`config.mk`:
```
export PLATFORM = sky130hd
export DESIGN_NAME = pulse_generator_array
export DESIGN_NICKNAME = d
export VERILOG_FILES = /design/src/rtl/pulse_generator_array.sv
export SDC_FILE = /design/constraint.sdc
export NUM_CORES = 1
export LEC_CHECK = 0
export CAP_MARGIN = 20
export CORE_MARGIN = 1.5
export CORE_UTILIZATION = 57
export CTS_BUF_LIST = sky130_fd_sc_hd__clkbuf_8
export DETAILED_ROUTE_END_ITERATION = 10
export DONT_BUFFER_PORTS = 1
export PLACE_DENSITY = 0.82
export SETUP_SLACK_MARGIN = 0.05
export SYNTH_ARGS = -nofsm -noshare
export SYNTH_HDL_FRONTEND = slang
export SYNTH_SLANG_ARGS = --single-unit
```
`constraint.sdc`:
```
create_clock -name clk -period 3.2 [get_ports clk]
set_input_delay 0.8 -clock clk [delete_from_list [all_inputs] [get_ports clk]]
set_output_delay 0.8 -clock clk [all_outputs]
set_load 0.01 [all_outputs]
```
`src/rtl/pulse_generator_array.sv`:
```
// pulse_generator_array: NCH independent delayed-pulse channels.
// Each channel waits for a rising edge of (enable & pulseStart). It then
// waits delayCfg cycles and drives pulseN low for widthCfg cycles.
// Both configuration values are captured when the edge is seen.
// Optional feature macro: PULSEGEN_RETRIGGER_EN. When it is defined, an edge
// that arrives while the pulse is low restarts the pulse width from the
// current widthCfg value.
module pulse_generator_array #(
  parameter int NCH  = 4,
  parameter int CNTW = 4
) (
  input  logic            clk,
  input  logic            rstn,
  input  logic [NCH-1:0]  enable,
  input  logic [NCH-1:0]  pulseStart,
  input  logic [CNTW-1:0] delayCfg,
  input  logic [CNTW-1:0] widthCfg,
  output logic [NCH-1:0]  pulseN,
  output logic [NCH-1:0]  busy
);

  typedef enum logic [1:0] {
    IDLE  = 2'd0,
    DELAY = 2'd1,
    PULSE = 2'd2
  } state_t;

  localparam logic [CNTW-1:0] ONE  = CNTW'(1);
  localparam logic [CNTW-1:0] ZERO = '0;

  state_t          state [NCH];
  logic [CNTW-1:0] cnt   [NCH];
  // Width captured at the trigger edge. It is used on entry to PULSE from DELAY.
  logic [CNTW-1:0] wlat  [NCH];
  logic [NCH-1:0]  startd;
  logic [NCH-1:0]  start;
  logic [NCH-1:0]  edge_det;

  // Gated trigger and its rising-edge detect against the previous cycle.
  assign start    = enable & pulseStart;
  assign edge_det = start & ~startd;

  // Per-channel FSM, counters and registered outputs.
  always_ff @(posedge clk) begin
    if (!rstn) begin
      startd <= '0;
      pulseN <= '1;
      busy   <= '0;
      for (int i = 0; i < NCH; i++) begin
        state[i] <= IDLE;
        cnt[i]   <= ZERO;
        wlat[i]  <= ZERO;
      end
    end else begin
      startd <= start;
      for (int i = 0; i < NCH; i++) begin
        case (state[i])
          IDLE: begin
            // A zero-width request produces no pulse, so it is dropped here.
            if (edge_det[i] && (widthCfg != ZERO)) begin
              wlat[i] <= widthCfg;
              busy[i] <= 1'b1;
              if (delayCfg == ZERO) begin
                state[i]  <= PULSE;
                cnt[i]    <= widthCfg - ONE;
                pulseN[i] <= 1'b0;
              end else begin
                state[i] <= DELAY;
                cnt[i]   <= delayCfg - ONE;
              end
            end
          end
          DELAY: begin
            if (!enable[i]) begin
              state[i]  <= IDLE;
              cnt[i]    <= ZERO;
              pulseN[i] <= 1'b1;
              busy[i]   <= 1'b0;
            end else if (cnt[i] == ZERO) begin
              state[i]  <= PULSE;
              cnt[i]    <= wlat[i] - ONE;
              pulseN[i] <= 1'b0;
            end else begin
              cnt[i] <= cnt[i] - ONE;
            end
          end
          PULSE: begin
            if (!enable[i]) begin
              state[i]  <= IDLE;
              cnt[i]    <= ZERO;
              pulseN[i] <= 1'b1;
              busy[i]   <= 1'b0;
`ifdef PULSEGEN_RETRIGGER_EN
            end else if (edge_det[i]) begin
              // Restart the width from the current configuration value.
              // A zero width ends the pulse at once.
              if (widthCfg == ZERO) begin
                state[i]  <= IDLE;
                cnt[i]    <= ZERO;
                pulseN[i] <= 1'b1;
                busy[i]   <= 1'b0;
              end else begin
                cnt[i] <= widthCfg - ONE;
              end
`endif
            end else if (cnt[i] == ZERO) begin
              state[i]  <= IDLE;
              pulseN[i] <= 1'b1;
              busy[i]   <= 1'b0;
            end else begin
              cnt[i] <= cnt[i] - ONE;
            end
          end
          default: begin
            state[i]  <= IDLE;
            cnt[i]    <= ZERO;
            pulseN[i] <= 1'b1;
            busy[i]   <= 1'b0;
          end
        endcase
      end
    end
  end

endmodule

```
==> results.txt, run 1 <==
----------------------------------------------------
[Hold path]
  Startpoint of the most critical hold path ... busy[3]
  Worst hold path cell count ... 2
  Hold Crit Endpoint ... busy[3]
  Classification of the worst-slack hold path ... register to register

[Floorplanning]
  Effective utilization at floorplan ... 0.589
  Die Outline Area ... 7060 um2
  Height of the die ... 84 um
  Core Region ... 6350 um2
  Count of standard-cell rows ... 29
  Top-level port count ... 26
  Horiz. Die Dim ... about 84 um

[Clock network]
  Sinks on Clock Net ... 52
  Post-cts repair resize count ... 0
  Max clock buf depth ... 2
  Total number of H-tree levels ... 2
  Number of hold buffers added after CTS ... 0
  Clock tree from TritonCTS ... done
  Setup bufs post-CTS ... 0
  Master cell of the clock root buffer ... clkbuf_8
  Clock-pin slew of the registers on the worst-case setup and hold paths ... around 0.090 ns
  Total CTS buffers ... 5
  Worst-Skew Late Latency ... approximately 0.31 ns

[Cells and area]
  Fraction of layout cells with a size suffix above 1 ... 0.0721
  Most common cell after layout, fill and taps aside ... edfxtp_1
  Number of diodes added for antenna fixing ... 0
  Final Util ... 0.607
  Area delta synth->final ... 2.98%
  Number of nets in the layout ... ~440
  Commonest non-fill, non-tap cells in the layout ... edfxtp_1, nor2_1, nand2_1

[Route]
  Final WL ... 8.68 mm
  Length of the first detailed-routing pass in iterations ... 4
  DR WL/cell ... about 18 um
  Vias post-DR ... 3,243
  Routed Antenna Nets ... 0
  Via density ... 6.58
  Iteration-0 DRC Markers ... 232
  Remaining DRCs ... 0

[Setup path]
  Required @ worst endpoint ... between 3 and 4 ns
  Startpoint of the lowest-slack register-to-register path ... cnt[2][0]
  Worst reg2reg path depth ... 7
  Arrival time worst endpoint ... around 2.4 ns
  Reg-to-reg setup timing slack ... 0.90 ns
  Critical setup path kind ... input pin to register
  Startpoint type of the worst setup path ... input pin
  CP max FO ... 9
  End of the worst register-to-register path ... cnt[2][3]
  Biggest cell delay along the critical path ... 0.58 ns
  Crit path capture type ... register
  CP cell instances ... inv_1 > ha_1 > or3b_1 > nand4_4 > inv_2 > mux2i_1 > a221oi_1 > a211oi_1
  Library cell contributing the largest single delay on the critical path ... or3b_1

[STA]
  Slew Viols, Final ... 0
  Unrepaired setup endpoints after global routing ... false
  Clock skew ... 0.00820 ns
  Max-slew headroom ... 0.496
  Final setup violation count ... 0
  Highest attainable clock frequency ... 0.422 GHz
  Fraction of the cycle the final worst path needs ... 0.741
  Worst Max-Slew Pin Slew ... around 0.75 ns
  Setup Total Neg Slack ... 0 ns
  Clock period minus final worst setup slack ... about 2.4 ns
  Number of hold-slack violations in the final timing report ... 0

[GRT]
  Number of global-route vias before repair ... around 3.0k
  Overflow left after global routing ... 0
  Global-route total usage across every layer ... 0.249
  Wire length of the first global-routing pass ... about 14 mm
  Number of antenna violations at the first check in global routing ... 0
  Largest net degree at the start of global routing ... 52

[Yosys]
  Top_reg_cell synth ... edfxtp_1
  Cells after Synth ... around 420
  Post-synthesis instance area ... 3740 um2
  Number of synthesized register bits ... between 50 and 60
  Total number of yosys warnings ... 0
  Async set-or-reset flop fraction in the synthesized netlist ... 0
  Register area share after synthesis ... 0.385
  Net count of the mapped netlist ... 452
  Mean area per synthesized cell ... ~8.8 um2
  Post-synth EDFFs ... 40
  Unique masters post-synth ... 64

[Run status]
  Status ... finished clean

[Pwr]
  Peak supply drop ... approximately 0.35 mV
  Power per cell area ... between 500 and 600 nW/um2
  Static power due to leakage ... 1.46 nW

[Job]
  Max Cap Viol ... 0

[Place]
  Detailed placement HPWL ... approximately 6.5 mm
  Quantity of I/O buffers inserted on ports ... 0
  Weighted congestion reported at the end of routability-driven placement ... around 0.89

----------------------------------------------------
registers in the layout, summed over array words and instances (netlist names):
register,flops
wlat,16
pulseN,4
startd,4
cnt,16
busy,4
state,8
per-stage QoR:
| step | hold WS (ns) | power [mW] | area, um2 | worst slack [ns] | cells |
|---|---|---|---|---|---|
| global route | 0.545 | 2.29 | 3850 | 0.589 | 493 |
| CTS | 0.523 | 2.15 | 3850 | 0.887 | 493 |
| detailed placement | 0.512 | 1.78 | 3770 | 0.560 | 486 |
| finish | 0.519 | 2.15 | 3850 | 0.829 | 493 |
| global placement | 0.501 | 1.76 | 3770 | 0.639 | 486 |
| floorplan | 0.480 | 1.63 | 3740 | 0.778 | 424 |
worst max-delay path by stage:
stage                            from   endpoint  cells past startpoint
after floorplan           widthCfg[0]  cnt[1][0]                      7
after global placement    widthCfg[0]  cnt[0][2]                      8
after detailed placement  delayCfg[0]  cnt[2][0]                      8
after CTS                 delayCfg[0]  cnt[2][0]                      8
after global routing        cnt[2][0]  cnt[2][3]                      7
final                     delayCfg[0]  cnt[2][0]                      8
synth_stat cells (4+ instances only):
cell type,instances,area share
nand3b_1,7,0.014
and3_1,11,0.018
xor2_1,10,0.023
nor3b_1,4,0.0080
ha_1,10,0.033
nand2_1,34,0.034
a21oi_1,20,0.027
o31ai_1,4,0.0080
o21ai_0,28,0.037
a221oi_1,5,0.012
buf_2,5,0.0067
clkbuf_1,10,0.010
nor3_1,24,0.032
nand3_1,19,0.025
dfxtp_1,12,0.064
nand2b_1,6,0.010
a31oi_1,7,0.012
xnor2_1,11,0.026
a32oi_1,5,0.012
o211ai_1,6,0.012
a211oi_1,4,0.0080
and2_1,7,0.012
a21o_1,5,0.010
edfxtp_1,40,0.32
nor2b_1,5,0.0084
inv_1,27,0.027
nor2_1,37,0.037
cell type report:
| class | instances | area (um2) |
|---|---|---|
| inverter | 28 | 105 |
| multi-input combinational | 327 | 2110 |
| sequential | 52 | 1440 |
| timing repair buffer | 2 | 15.0 |
| fill | 541 | 2500 |
| tap | 77 | 96.3 |
| clock inverter | 2 | 12.5 |
| clock buffer | 5 | 68.8 |
logic make-up (layout without fill, tap and decap cells):
family / Yosys count / in the layout / synth area share
AO/OA/AOI/OAI: 111 / 111 / 0.200
XOR/XNOR: 21 / 21 / 0.0492
adder cells (fa/ha/maj): 11 / 11 / 0.0361
buffers and inverters: 45 / 37 / 0.0498
flip-flops: 52 / 52 / 0.385
multiplexers: 3 / 3 / 0.00836
AND/OR/NAND/NOR: 181 / 181 / 0.271
worst max-delay path: cells and delay by family:
kind                       cells  cell delay, ns
muxes                          1            0.14
adders and majority gates      1            0.19
and+or+nand+nor                2            0.80
AOI/OAI and AO/OA              2            0.37
buffers and inverters          2            0.11
layer usage:
metal,part of all wire,global-route usage,vias to the layer above
li1,-,-,1563
met2,0.49,0.416,146
met3,0.070,0.0485,15
met4,0.018,0.0790,0
met5,0,0,-
met1,0.42,0.325,1519
power breakdown:
part	internal (mW)	total (mW)	switching (mW)
clock	0.149	0.370	0.221
combinational	0.331	0.780	0.449
sequential	0.864	1.00	0.138
total	1.34	2.15	0.808
Note: power is estimated with default switching activity, not from simulation.
==> inputs of run 2 (changes only) <==
--- a/config.mk
+++ b/config.mk
@@ -11,7 +11,7 @@
 export CTS_BUF_LIST = sky130_fd_sc_hd__clkbuf_8
 export DETAILED_ROUTE_END_ITERATION = 10
 export DONT_BUFFER_PORTS = 1
-export PLACE_DENSITY = 0.82
+export PLACE_DENSITY = 0.85
 export SETUP_SLACK_MARGIN = 0.05
 export SYNTH_ARGS = -nofsm -noshare
 export SYNTH_HDL_FRONTEND = slang
==> constraint.sdc (replaced) <==
create_clock -name clk -period 2 [get_ports clk]
set_input_delay 0.5 -clock clk [delete_from_list [all_inputs] [get_ports clk]]
set_output_delay 0.5 -clock clk [all_outputs]
set_load 0.01 [all_outputs]
==> run 2 against run 1 <==
Worst hold slack lost 0.26 ns; via count grew 7.0%; the run now ends with setup timing left; critical path type is now register to register; clock power up 56%.
==> results.txt, run 2 (same netlist as run 1, synthesis figures left out) <==
----------------------------------------------------
[Setup path]
  Buffer and inverter count on the worst path ... 1
  CP cell instances ... inv_1 > ha_2 > or3b_4 > or3_4 > o32ai_4 > a31oi_1 > a31oi_1
  Worst reg2reg path depth ... 7
  Biggest cell delay along the critical path ... roughly 0.44 ns
  Critical setup path kind ... register to register
  Cell type group with the largest total delay on the critical path ... simple AND/OR/NAND/NOR gates
  Required @ worst endpoint ... 2.15 ns
  Startpoint type of the worst setup path ... register
  Library cell contributing the largest single delay on the critical path ... or3_4
  Arrival time worst endpoint ... between 2 and 2.5 ns
  Cell with the most instances on the worst path ... a31oi_1
  Crit path capture type ... register
  CP max FO ... 5
  Depth of the critical timing path with buffers and inverters included ... 7
  Reg-to-reg setup timing slack ... -0.11 ns

[Place]
  Quantity of I/O buffers inserted on ports ... 0
  Placement-stage cell area ... around 4200 um2
  Detailed placement HPWL ... between 7 and 8 mm
  Placed cell count ... 529
  Weighted congestion reported at the end of routability-driven placement ... ~0.90

[Clock network]
  Sinks on Clock Net ... 52
  Setup bufs post-CTS ... 0
  Clock tree from TritonCTS ... done
  Worst-Skew Late Latency ... 0.31 ns
  Number of hold buffers added after CTS ... 0
  Total number of H-tree levels ... 2
  Clock-pin slew of the registers on the worst-case setup and hold paths ... about 0.09 ns
  Max clock buf depth ... 2
  Master cell of the clock root buffer ... clkbuf_8
  Total CTS buffers ... 5

[Run status]
  Violated checks ... setup timing
  Status ... complete, but fails checks

[STA]
  Worst Max-Slew Pin Slew ... between 0.4 and 0.5 ns
  Clock period minus final worst setup slack ... ~2.1 ns
  Fraction of the cycle the final worst path needs ... 1.06
  Clock skew ... slightly below 0.003 ns
  Number of hold-slack violations in the final timing report ... 0
  Final setup violation count ... 1
  Max-slew headroom ... 0.667
  Highest attainable clock frequency ... 0.473 GHz
  Unrepaired setup endpoints after global routing ... true
  Slew Viols, Final ... 0
  Final worst slack ... -0.113 ns

[Cells and area]
  Post-route standard cell area excluding fillers ... 4340 um2
  Area delta synth->final ... 16.0%
  Number of diodes added for antenna fixing ... 0
  Number of nets in the layout ... roughly 490
  Commonest non-fill, non-tap cells in the layout ... buf_4, edfxtp_1, nor2_1
  Sequential cell area ... approximately 1400 um2
  Most common cell after layout, fill and taps aside ... buf_4
  Fill cell count ... slightly above 500
  Footprint of the multi-input gates ... around 2200 um2
  Largest registers ... cnt: 16 flops, wlat: 16 flops, state: 8 flops
  Non-filler instance count after layout ... 537
  Fraction of layout cells with a size suffix above 1 ... 0.209

[GRT]
  Wire length of the first global-routing pass ... 15.9 mm
  Largest net degree at the start of global routing ... between 50 and 60
  Global-route total usage across every layer ... 0.279
  Overflow left after global routing ... 0
  Number of global-route vias before repair ... between 3k and 4k
  Number of antenna violations at the first check in global routing ... 0

[Route]
  Via density ... between 6 and 7
  DR WL/cell ... 18.2 um
  Iteration-0 DRC Markers ... 248
  Remaining DRCs ... 0
  Final WL ... slightly below 10 mm
  Routed Antenna Nets ... 0
  Vias post-DR ... around 3.5k
  Length of the first detailed-routing pass in iterations ... 5

[Pwr]
  Power per cell area ... just under 900 nW/um2
  Peak supply drop ... 0.529 mV
  Static power due to leakage ... ~1.7 nW

[Floorplanning]
  Core Region ... about 6300 um2
  Effective utilization at floorplan ... 0.589
  Top-level port count ... 26
  Height of the die ... around 84 um
  Horiz. Die Dim ... 84 um
  Die Outline Area ... between 7000 and 8000 um2
  Count of standard-cell rows ... 29

[Job]
  Max Cap Viol ... 0

[Hold path]
  Classification of the worst-slack hold path ... input pin to register
  Worst hold path cell count ... 1

----------------------------------------------------
run 2: cell types whose count changed in the layout (fill, tap and decap cells not counted), moves of 3 or more:
cell     before  now
o21ai_0      28   23
buf_4         2   44
or3_1         3    0
or3_4         1    4
ha_1         10    6
o21ai_1       1    5
or3b_4        1    4
run 2: path summary, 6_finish.rpt:
path,endpoint,from
worst max-delay path,cnt[1][1],cnt[1][1]
worst min-delay path,pulseN[0],rstn
worst max register to register,cnt[1][1],cnt[1][1]
worst min register to register,busy[3],busy[3]
run 2: timing repair:
action,in CTS,in global routing
gates resized for setup,7,18
pin swaps,0,8
setup endpoints to repair,14,26
run 2: area by class of cell:
cell class,count,area share
flip-flops and latches,52,0.332
multi-input cells,327,0.517
well taps,77,0.0222
clock inverters,3,0.00260
clock buffers,5,0.0159
inverters,28,0.0309
repair buffers,45,0.0788
run 2: stage by stage:
| step | util | hold WS (ns) | power, mW | setup TNS [ns] | setup WS (ns) |
|---|---|---|---|---|---|
| floorplan | - | 0.480 | 2.64 | -0.0231 | -0.00578 |
| global placement | 0.655 | 0.508 | 3.01 | -0.494 | -0.0595 |
| detailed placement | 0.655 | 0.515 | 3.08 | -1.25 | -0.118 |
| CTS | 0.672 | 0.260 | 3.67 | 0 | 0.0347 |
| global route | 0.683 | 0.257 | 3.98 | -0.252 | -0.158 |
| finish | 0.683 | 0.258 | 3.76 | -0.113 | -0.113 |
run 2: where the power goes:
group / internal [mW] / switching (mW)
Sequential: 1.38 / 0.170
Clock: 0.235 / 0.342
Combinational: 0.762 / 0.877
run 2: routing by layer:
| layer | GRT usage | wire length [um] | up-vias |
|---|---|---|---|
| li1 | - | - | 1648 |
| met3 | 0.0574 | 720 | 33 |
| met4 | 0.118 | 348 | 0 |
| met5 | 0 | 0 | - |
| met1 | 0.344 | 3860 | 1636 |
| met2 | 0.475 | 4830 | 154 |
==> inputs of run 3 (changes only) <==
--- a/config.mk
+++ b/config.mk
@@ -9,9 +9,10 @@
 export CORE_MARGIN = 1.5
 export CORE_UTILIZATION = 57
 export CTS_BUF_LIST = sky130_fd_sc_hd__clkbuf_8
+export CTS_CLUSTER_DIAMETER = 60
 export DETAILED_ROUTE_END_ITERATION = 10
 export DONT_BUFFER_PORTS = 1
-export PLACE_DENSITY = 0.85
+export PLACE_DENSITY = 0.82
 export SETUP_SLACK_MARGIN = 0.05
 export SYNTH_ARGS = -nofsm -noshare
 export SYNTH_HDL_FRONTEND = slang
==> constraint.sdc (replaced) <==
create_clock -name clk -period 2.2 [get_ports clk]
set_input_delay 0.55 -clock clk [delete_from_list [all_inputs] [get_ports clk]]
set_output_delay 0.55 -clock clk [all_outputs]
set_load 0.01 [all_outputs]
==> run 3 against run 2 <==
The flow now finishes without violations; sequential share of layout area grew 1.6 points; total power fell by 9.9%; flip-flop and latch count is the same; largest power group is now sequential cells.
==> results.txt, run 3 (same netlist as run 1, synthesis figures left out) <==
----------------------------------------------------
[Route]
  Remaining DRCs ... 0
  DR WL/cell ... between 15 and 20 um
  Via density ... 6.45
  Length of the first detailed-routing pass in iterations ... 7
  Final WL ... 9.11 mm
  Vias post-DR ... roughly 3.4k
  Routed Antenna Nets ... 0
  Iteration-0 DRC Markers ... 400

[Cells and area]
  Final Util ... 0.651
  Footprint of the multi-input gates ... between 2000 and 2500 um2
  Commonest non-fill, non-tap cells in the layout ... edfxtp_1, nor2_1, buf_4
  Non-filler instance count after layout ... between 500 and 600
  Most common cell after layout, fill and taps aside ... edfxtp_1
  Fraction of layout cells with a size suffix above 1 ... 0.150
  Fill cell count ... a little over 500
  Post-route standard cell area excluding fillers ... around 4100 um2
  Number of diodes added for antenna fixing ... 0
  Number of nets in the layout ... approximately 480
  Sequential cell area ... 1440 um2
  Largest registers ... cnt: 16 flops, wlat: 16 flops, state: 8 flops
  Area delta synth->final ... 10.5%

[STA]
  Max-slew headroom ... 0.640
  Final setup violation count ... 0
  Number of hold-slack violations in the final timing report ... 0
  Worst Max-Slew Pin Slew ... 0.537 ns
  Clock skew ... 0.00558 ns
  Fraction of the cycle the final worst path needs ... 0.963
  Final worst slack ... 0.0816 ns
  Clock period minus final worst setup slack ... around 2.1 ns
  Highest attainable clock frequency ... between 0.4 and 0.5 GHz
  Unrepaired setup endpoints after global routing ... true
  Slew Viols, Final ... 0
  Worst hold margin ... about 0.29 ns
  Setup Total Neg Slack ... 0 ns

[Clock network]
  Master cell of the clock root buffer ... clkbuf_8
  Worst-Skew Late Latency ... between 0.3 and 0.4 ns
  Max clock buf depth ... 2
  Number of hold buffers added after CTS ... 0
  Clock tree from TritonCTS ... done
  Total CTS buffers ... 5
  Clock-pin slew of the registers on the worst-case setup and hold paths ... 0.10 ns
  Sinks on Clock Net ... 52
  Total number of H-tree levels ... 2

[Pwr]
  Static power due to leakage ... between 1.5 and 2 nW
  Peak supply drop ... approximately 0.55 mV
  Power per cell area ... about 820 nW/um2
  Total power consumption of the routed design ... about 3.4 mW

[Setup path]
  Startpoint of the lowest-slack register-to-register path ... cnt[2][0]
  Startpoint type of the worst setup path ... register
  Biggest cell delay along the critical path ... 0.51 ns
  Library cell contributing the largest single delay on the critical path ... or3b_2
  Crit path capture type ... register
  End of the worst register-to-register path ... cnt[2][1]
  Critical setup path kind ... register to register
  CP max FO ... 4
  Arrival time worst endpoint ... approximately 2.2 ns
  Required @ worst endpoint ... 2.26 ns
  Worst reg2reg path depth ... 7
  CP cell instances ... inv_1 > ha_1 > or3b_2 > nand2_2 > nor2_1 > a221oi_1 > a211oi_1
  Reg-to-reg setup timing slack ... just over 0.08 ns

[Hold path]
  Classification of the worst-slack hold path ... input pin to register
  Hold Crit Endpoint ... pulseN[0]
  Startpoint of the most critical hold path ... rstn
  Worst hold path cell count ... 1

[Place]
  Weighted congestion reported at the end of routability-driven placement ... 0.920
  Placement-stage cell area ... 3990 um2
  Detailed placement HPWL ... approximately 6.8 mm
  Setup WS pre-CTS ... -0.131 ns
  Placed cell count ... about 510
  Quantity of I/O buffers inserted on ports ... 0

[Job]
  Max Cap Viol ... 0

[GRT]
  Wire length of the first global-routing pass ... ~15 mm
  Routing usage on met2 ... 0.446
  Most congested layer reported by global routing ... met2
  Largest net degree at the start of global routing ... between 50 and 60
  Number of global-route vias before repair ... ~3.2k
  Global-route total usage across every layer ... 0.262
  Met1 demand-to-capacity share in global routing ... 0.344
  Global-route met3 utilization ... 0.0415
  Overflow left after global routing ... 0
  Number of antenna violations at the first check in global routing ... 0

[Floorplanning]
  Core Region ... around 6300 um2
  Count of standard-cell rows ... 29
  Effective utilization at floorplan ... 0.589
  Die Outline Area ... 7060 um2
  Top-level port count ... 26
  Height of the die ... 84 um
  Horiz. Die Dim ... ~84 um

[Run status]
  Status ... finished clean

----------------------------------------------------
==> run 3: how the worst max path moves through the flow <==
stage | start | endpoint | cells past startpoint
after CTS | cnt[2][0] | cnt[2][1] | 7
final | cnt[2][0] | cnt[2][1] | 7
after floorplan | widthCfg[0] | cnt[1][0] | 7
after global routing | cnt[1][0] | cnt[1][0] | 7
after detailed placement | widthCfg[0] | state[2][0] | 7
after global placement | widthCfg[0] | state[2][0] | 7
==> run 3: critical path: cells and delay by family (launching register included) <==
kind	cells	cell delay, ns
AOI/OAI and AO/OA	2	0.42
DFF	1	0.43
buffers and inverters	1	0.13
and+or+nand+nor	3	0.71
adders and majority gates	1	0.17
==> run 3: repair_timing <==
action | in CTS | in global routing
endpoints found under the setup margin | 2 | 17
resized for setup | 1 | 7
pin swaps | 0 | 1
hold endpoints to repair | 0 | 0
buffers inserted | 0 | 3
==> run 3: power breakdown <==
part / internal (mW) / switching, mW / total (mW)
combinational: 0.579 / 0.722 / 1.30
clock: 0.334 / 0.331 / 0.665
sequential: 1.26 / 0.172 / 1.43
total: 2.17 / 1.23 / 3.39
==> run 3: area by class of cell <==
cell class	instances	area share
Clock inverter	3	0.00939
Timing Repair Buffer	33	0.0599
Inverter	28	0.0254
Tap cell	77	0.0233
Multi-Input combinational cell	327	0.517
Clock buffer	5	0.0167
Sequential cell	52	0.349
==> run 3: routing by layer <==
layer,up-vias,share of wire
met5,-,0
met4,0,0.016
met3,14,0.070
met2,140,0.49
met1,1601,0.43
li1,1632,-
